==> config.mk <==
export PLATFORM = sky130hd
export DESIGN_NAME = prefix_adder_pipe
export DESIGN_NICKNAME = d
export VERILOG_FILES = /design/src/rtl/prefix_adder_pipe.sv
export SDC_FILE = /design/constraint.sdc
export NUM_CORES = 1
export LEC_CHECK = 0
export CAP_MARGIN = 0
export CORE_MARGIN = 5
export CORE_UTILIZATION = 40
export CTS_BUF_LIST = sky130_fd_sc_hd__clkbuf_2
export CTS_CLUSTER_DIAMETER = 80
export DETAILED_ROUTE_END_ITERATION = 8
export SLEW_MARGIN = 20
export SYNTH_ARGS = -nofsm -noshare
export SYNTH_HDL_FRONTEND = slang
export SYNTH_SLANG_ARGS = --single-unit
==> constraint.sdc <==
create_clock -name clk -period 1.6 [get_ports clk]
set_input_delay 0.16 -clock clk [delete_from_list [all_inputs] [get_ports clk]]
set_output_delay 0.16 -clock clk [all_outputs]
set_load 0.01 [all_outputs]
==> src/rtl/prefix_adder_pipe.sv <==
`timescale 1ns/1ps
// Pipelined Kogge-Stone adder/subtractor with valid/ready on both sides and a tag sideband.
// Stage 0 holds bit-level generate/propagate; each later stage adds LVL_PER_STG prefix levels.
module prefix_adder_pipe #(
    parameter int WIDTH       = 64,
    parameter int LVL_PER_STG = 2,
    parameter int TAG_W       = 4
) (
    input  logic             clk,
    input  logic             rst_n,
    input  logic             in_valid,
    output logic             in_ready,
    input  logic [WIDTH-1:0] in_a,
    input  logic [WIDTH-1:0] in_b,
    input  logic             in_cin,
    input  logic             in_sub,
    input  logic [TAG_W-1:0] in_tag,
    output logic             out_valid,
    input  logic             out_ready,
    output logic [WIDTH-1:0] out_sum,
    output logic             out_cout,
    output logic             out_ovf,
    output logic [TAG_W-1:0] out_tag
);
    localparam int LOG2 = $clog2(WIDTH);
    localparam int LAT  = (LOG2 + LVL_PER_STG - 1) / LVL_PER_STG;
    localparam int NSTG = LAT + 1;
    localparam int LAST = NSTG - 1;

    // Index j of g/p is bit j-1; index 0 is the carry-in posing as bit -1.
    // After the last prefix level, g[j] is the carry into bit j.
    logic             v_q   [NSTG];
    logic [WIDTH-1:0] g_q   [NSTG];
    logic [WIDTH-1:0] p_q   [NSTG];
    logic [WIDTH-1:0] hp_q  [NSTG];
    logic             gm_q  [NSTG];
    logic [TAG_W-1:0] tag_q [NSTG];

    logic             v_d   [NSTG];
    logic [WIDTH-1:0] g_d   [NSTG];
    logic [WIDTH-1:0] p_d   [NSTG];
    logic [WIDTH-1:0] hp_d  [NSTG];
    logic             gm_d  [NSTG];
    logic [TAG_W-1:0] tag_d [NSTG];

    logic             rdy   [NSTG];
    logic             rdy_acc;
    logic [WIDTH-1:0] b_eff;
    logic             c_eff;
    logic [WIDTH-1:0] gt;
    logic [WIDTH-1:0] pt;
    logic             c_msb;

    // Handshake: a stage loads when it is empty or its content moves on this cycle;
    // the last stage moves on out_ready. Data transfers when valid & ready in the same cycle.
    always_comb begin : ready_chain
        rdy_acc = out_ready;
        for (int s = LAST; s >= 0; s--) begin
            rdy_acc = rdy_acc | ~v_q[s];
            rdy[s]  = rdy_acc;
        end
    end

    assign in_ready = rdy[0];

    always_comb begin : stage_logic
        b_eff    = in_sub ? ~in_b : in_b;
        c_eff    = in_sub | in_cin;
        v_d[0]   = in_valid;
        g_d[0]   = {in_a[WIDTH-2:0] & b_eff[WIDTH-2:0], c_eff};
        p_d[0]   = {in_a[WIDTH-2:0] ^ b_eff[WIDTH-2:0], 1'b0};
        hp_d[0]  = in_a ^ b_eff;
        gm_d[0]  = in_a[WIDTH-1] & b_eff[WIDTH-1];
        tag_d[0] = in_tag;
        gt       = '0;
        pt       = '0;
        for (int s = 1; s < NSTG; s++) begin
            gt = g_q[s-1];
            pt = p_q[s-1];
            for (int l = 0; l < LOG2; l++) begin
                if (l / LVL_PER_STG == s - 1) begin
                    // Descending j so g/p[j - 2^l] is still the previous level's value.
                    for (int j = WIDTH - 1; j >= (1 << l); j--) begin
                        gt[j] = gt[j] | (pt[j] & gt[j - (1 << l)]);
                        pt[j] = pt[j] & pt[j - (1 << l)];
                    end
                end
            end
            v_d[s]   = v_q[s-1];
            g_d[s]   = gt;
            p_d[s]   = pt;
            hp_d[s]  = hp_q[s-1];
            gm_d[s]  = gm_q[s-1];
            tag_d[s] = tag_q[s-1];
        end
    end

    always_ff @(posedge clk or negedge rst_n) begin
        if (!rst_n) begin
            for (int s = 0; s < NSTG; s++) begin
                v_q[s]   <= 1'b0;
                g_q[s]   <= '0;
                p_q[s]   <= '0;
                hp_q[s]  <= '0;
                gm_q[s]  <= 1'b0;
                tag_q[s] <= '0;
            end
        end else begin
            for (int s = 0; s < NSTG; s++) begin
                if (rdy[s]) begin
                    v_q[s] <= v_d[s];
                    if (v_d[s]) begin
                        g_q[s]   <= g_d[s];
                        p_q[s]   <= p_d[s];
                        hp_q[s]  <= hp_d[s];
                        gm_q[s]  <= gm_d[s];
                        tag_q[s] <= tag_d[s];
                    end
                end
            end
        end
    end

    assign c_msb     = g_q[LAST][WIDTH-1];
    assign out_valid = v_q[LAST];
    assign out_sum   = hp_q[LAST] ^ g_q[LAST];
    assign out_cout  = gm_q[LAST] | (hp_q[LAST][WIDTH-1] & c_msb);
    assign out_ovf   = c_msb ^ out_cout;
    assign out_tag   = tag_q[LAST];

endmodule

==> impl_metrics.toml <==
[floorplanning]
rows = 97
die_w_um = 277
die-area_um2 = 76600
fp.dieH_um = 277
ios = 210
start_util = 0.405
core_area_um2 = 70300

[synth]
synthTopCellsByCount = "dfrtp_1, mux2_2, a21oi_1, o21ai_0, xor2_1"
synth-seq-cells = 644
ys_types = 36
synthCells = 2240
syn_nets = 2443
yosys_warnings = 0
yosysTopAreaCell = "dfrtp_1"
synth_ff_type = "dfrtp_1"
synth_area_leaders = "dfrtp_1, mux2_2, xor2_1"
yosysSeqAreaShare = 0.566
async_reset_ff_frac = 1.00
synth_top_area_share = 0.566
synth_edf_count = 0
syn_area_um2 = 28500
syn_area_per_cell_um2 = 12.7
yosysMostFrequentCell = "dfrtp_1"

[placement]
pre_cts_ws_ns = -0.420
numPortBuffers = 209
place_congestion = 0.877
dpl_cell_area_um2 = 32700
dp_hpwl_mm = 59.0

[setup_path]
path_class = "flop to output pin"
critPathMaxFanout = 2
rr_endpoint = "hp_d[36]"
cp-end-kind = "output pin"
critPathArrivalTime_ns = 2.43
rrSetupSlack_ns = -0.95
setup.worst_path.start_class = "flop"
reg2reg_depth = 14
reg2reg_from = "v_d[1]"
worstPathRequired_ns = 1.44

[run_status]
violations = "setup timing"
outcome = "finished, violations left"

[timing]
hold_ws_ns = 0.156
rsz0062_at_grt = "true"
finalHoldViolCount = 0
slew_violations = 0
worstMarginPinSlew_ns = 0.888
setup_tns_ns = -382.74
worst_slack_ns = -0.994
period_share = 1.62
fin_skew_ns = 0.115
layout_min_cycle_time_ns = 2.59
fmax_mhz = 385
setup_viol = 708
slew_headroom = 0.408

[global_routing]
track_usage = 0.228
grt_pass1_vias = 23200
grt_first_pass_wirelength_mm = 138
busiest_layer = "met2"
grtUsageMet3 = 0.0471
gr-usage-met2 = 0.386
antenna_found_initial = 2
met1_usage = 0.299
grt_max_degree = 93
grt_overflow = 0

[power_and_ir_drop]
irDropWorstVdd_uv = 817
power.density_nw_per_um2 = 1480
power_leakage_nw = 18.4

[run]
cap_violations = 0

[clock_network]
cts_buffer_depth = 3
cts_tree = "yes"
numCtsBuffers = 163
cts.clk_slew.worst_paths_ns = 0.12
ctsRootBufferMaster = "clkbuf_2"
cts.sinks = 644
clock_latency_ns = 1.38
cts-htree-levels = 4

[final_layout]
multiInputGateArea_um2 = 13600
area.growth.synth_to_final_pct = 42.5
seqCellArea_um2 = 16100
design_area_um2 = 40600
finalCoreUtilization = 0.577
fillCellCount = 5610
post_route_cells_drive_above_1_share = 0.388
nets = 3222

[detailed_routing]
avgViaCountPerCell = 5.40
ant_nets = 0
num_vias = 22000
drcViolationCount = 0
drt_wl_total_mm = 93.9
wire_per_inst_um = 23.1
drtIter0Drc = 1301
first_pass_iters = 5

[min_path]
min_from = "in_a[60]"
holdPathEnd = "g_q[253]"
hp-class = "primary input to flop"
whs_path_depth = 4
logic make-up after synthesis:
kind of cell | count (synthesis) | synth area share
AOI/OAI and AO/OA | 543 | 0.107
xor gates and xnor gates | 128 | 0.0394
muxes | 514 | 0.203
adders and majority gates | 65 | 0.0286
and+or+nand+nor | 195 | 0.0302
DFF | 644 | 0.566
buffers and inverters | 151 | 0.0262
critical path, cell delays in order (launching register included):
cell and delay (ns):
dfrtp_1 0.40, ha_2 0.16, or2_4 0.24, xor2_1 0.13, buf_2 0.15
layout make-up:
class / instances / share of cell area
clock buffers: 229 / 0.0282
multi-input cells: 1449 / 0.335
well taps: 940 / 0.0290
flip-flops and latches: 644 / 0.397
inverters: 47 / 0.00435
clock inverters: 39 / 0.00527
diodes: 2 / 0.000123
repair buffers: 714 / 0.201
metal layers:
layer | wire length, µm | share of wire
met3 | 5340 | 0.057
met5 | 0 | 0
met1 | 39600 | 0.42
met2 | 46600 | 0.50
met4 | 2410 | 0.026
registers in the layout (all words and copies together) (netlist names):
signal / count
tag_d: 12
g_q: 234
hp_d: 192
out_tag: 4
c_msb: 1
p_q: 108
g_d: 21
out_valid: 1
hp_q: 64
gm_d: 3
v_d: 3
gm_q: 1
metrics by stage:
step	total power, W	std cells
floorplan	0.0351	2240
global placement	0.0446	3415
detailed placement	0.0453	3415
CTS	0.0578	4012
global route	0.0632	4064
finish	0.0600	4064
cell usage in the layout, fill, tap and decap left out, types with 28 or more instances in the layout:
cell and instances:
dfrtp_1 635, mux2_2 278, dlygate4sd3_1 234, clkbuf_2 229, mux2_4 219, a21oi_1 216, o21ai_0 178, clkdlybuf4s50_1 135
nand2_1 107, xor2_1 97, buf_4 86, buf_12 81, buf_2 67, ha_1 64, o31ai_4 52, buf_6 50
inv_1 47, nor2_1 38, xor2_2 31, buf_8 28
worst max path at each step:
stage                         start       end  slack, ns  cells past startpoint
after detailed placement  out_ready  g_q[220]      -0.42                      6
after global routing          c_msb   out_ovf      -1.20                      4
final                         c_msb   out_ovf      -0.99                      4
after global placement    out_ready  in_ready      -0.38                      5
after floorplan              v_d[0]  g_q[193]      -0.11                      7
after CTS                  hp_q[63]   out_ovf      -1.19                      4
report_power, final:
part	switching, W	internal (W)
Clock	0.00667	0.00399
Combinational	0.0101	0.0120
Sequential	0.00527	0.0218
repair_timing:
action	4_1_cts	5_1_grt
pin swaps	96	55
endpoints found under the hold margin	860	0
hold buffers	235	0
setup endpoints to repair	602	656
buffers inserted	64	64
gates cloned	32	21
resized for setup	587	337
(Power assumes the default switching activity.)
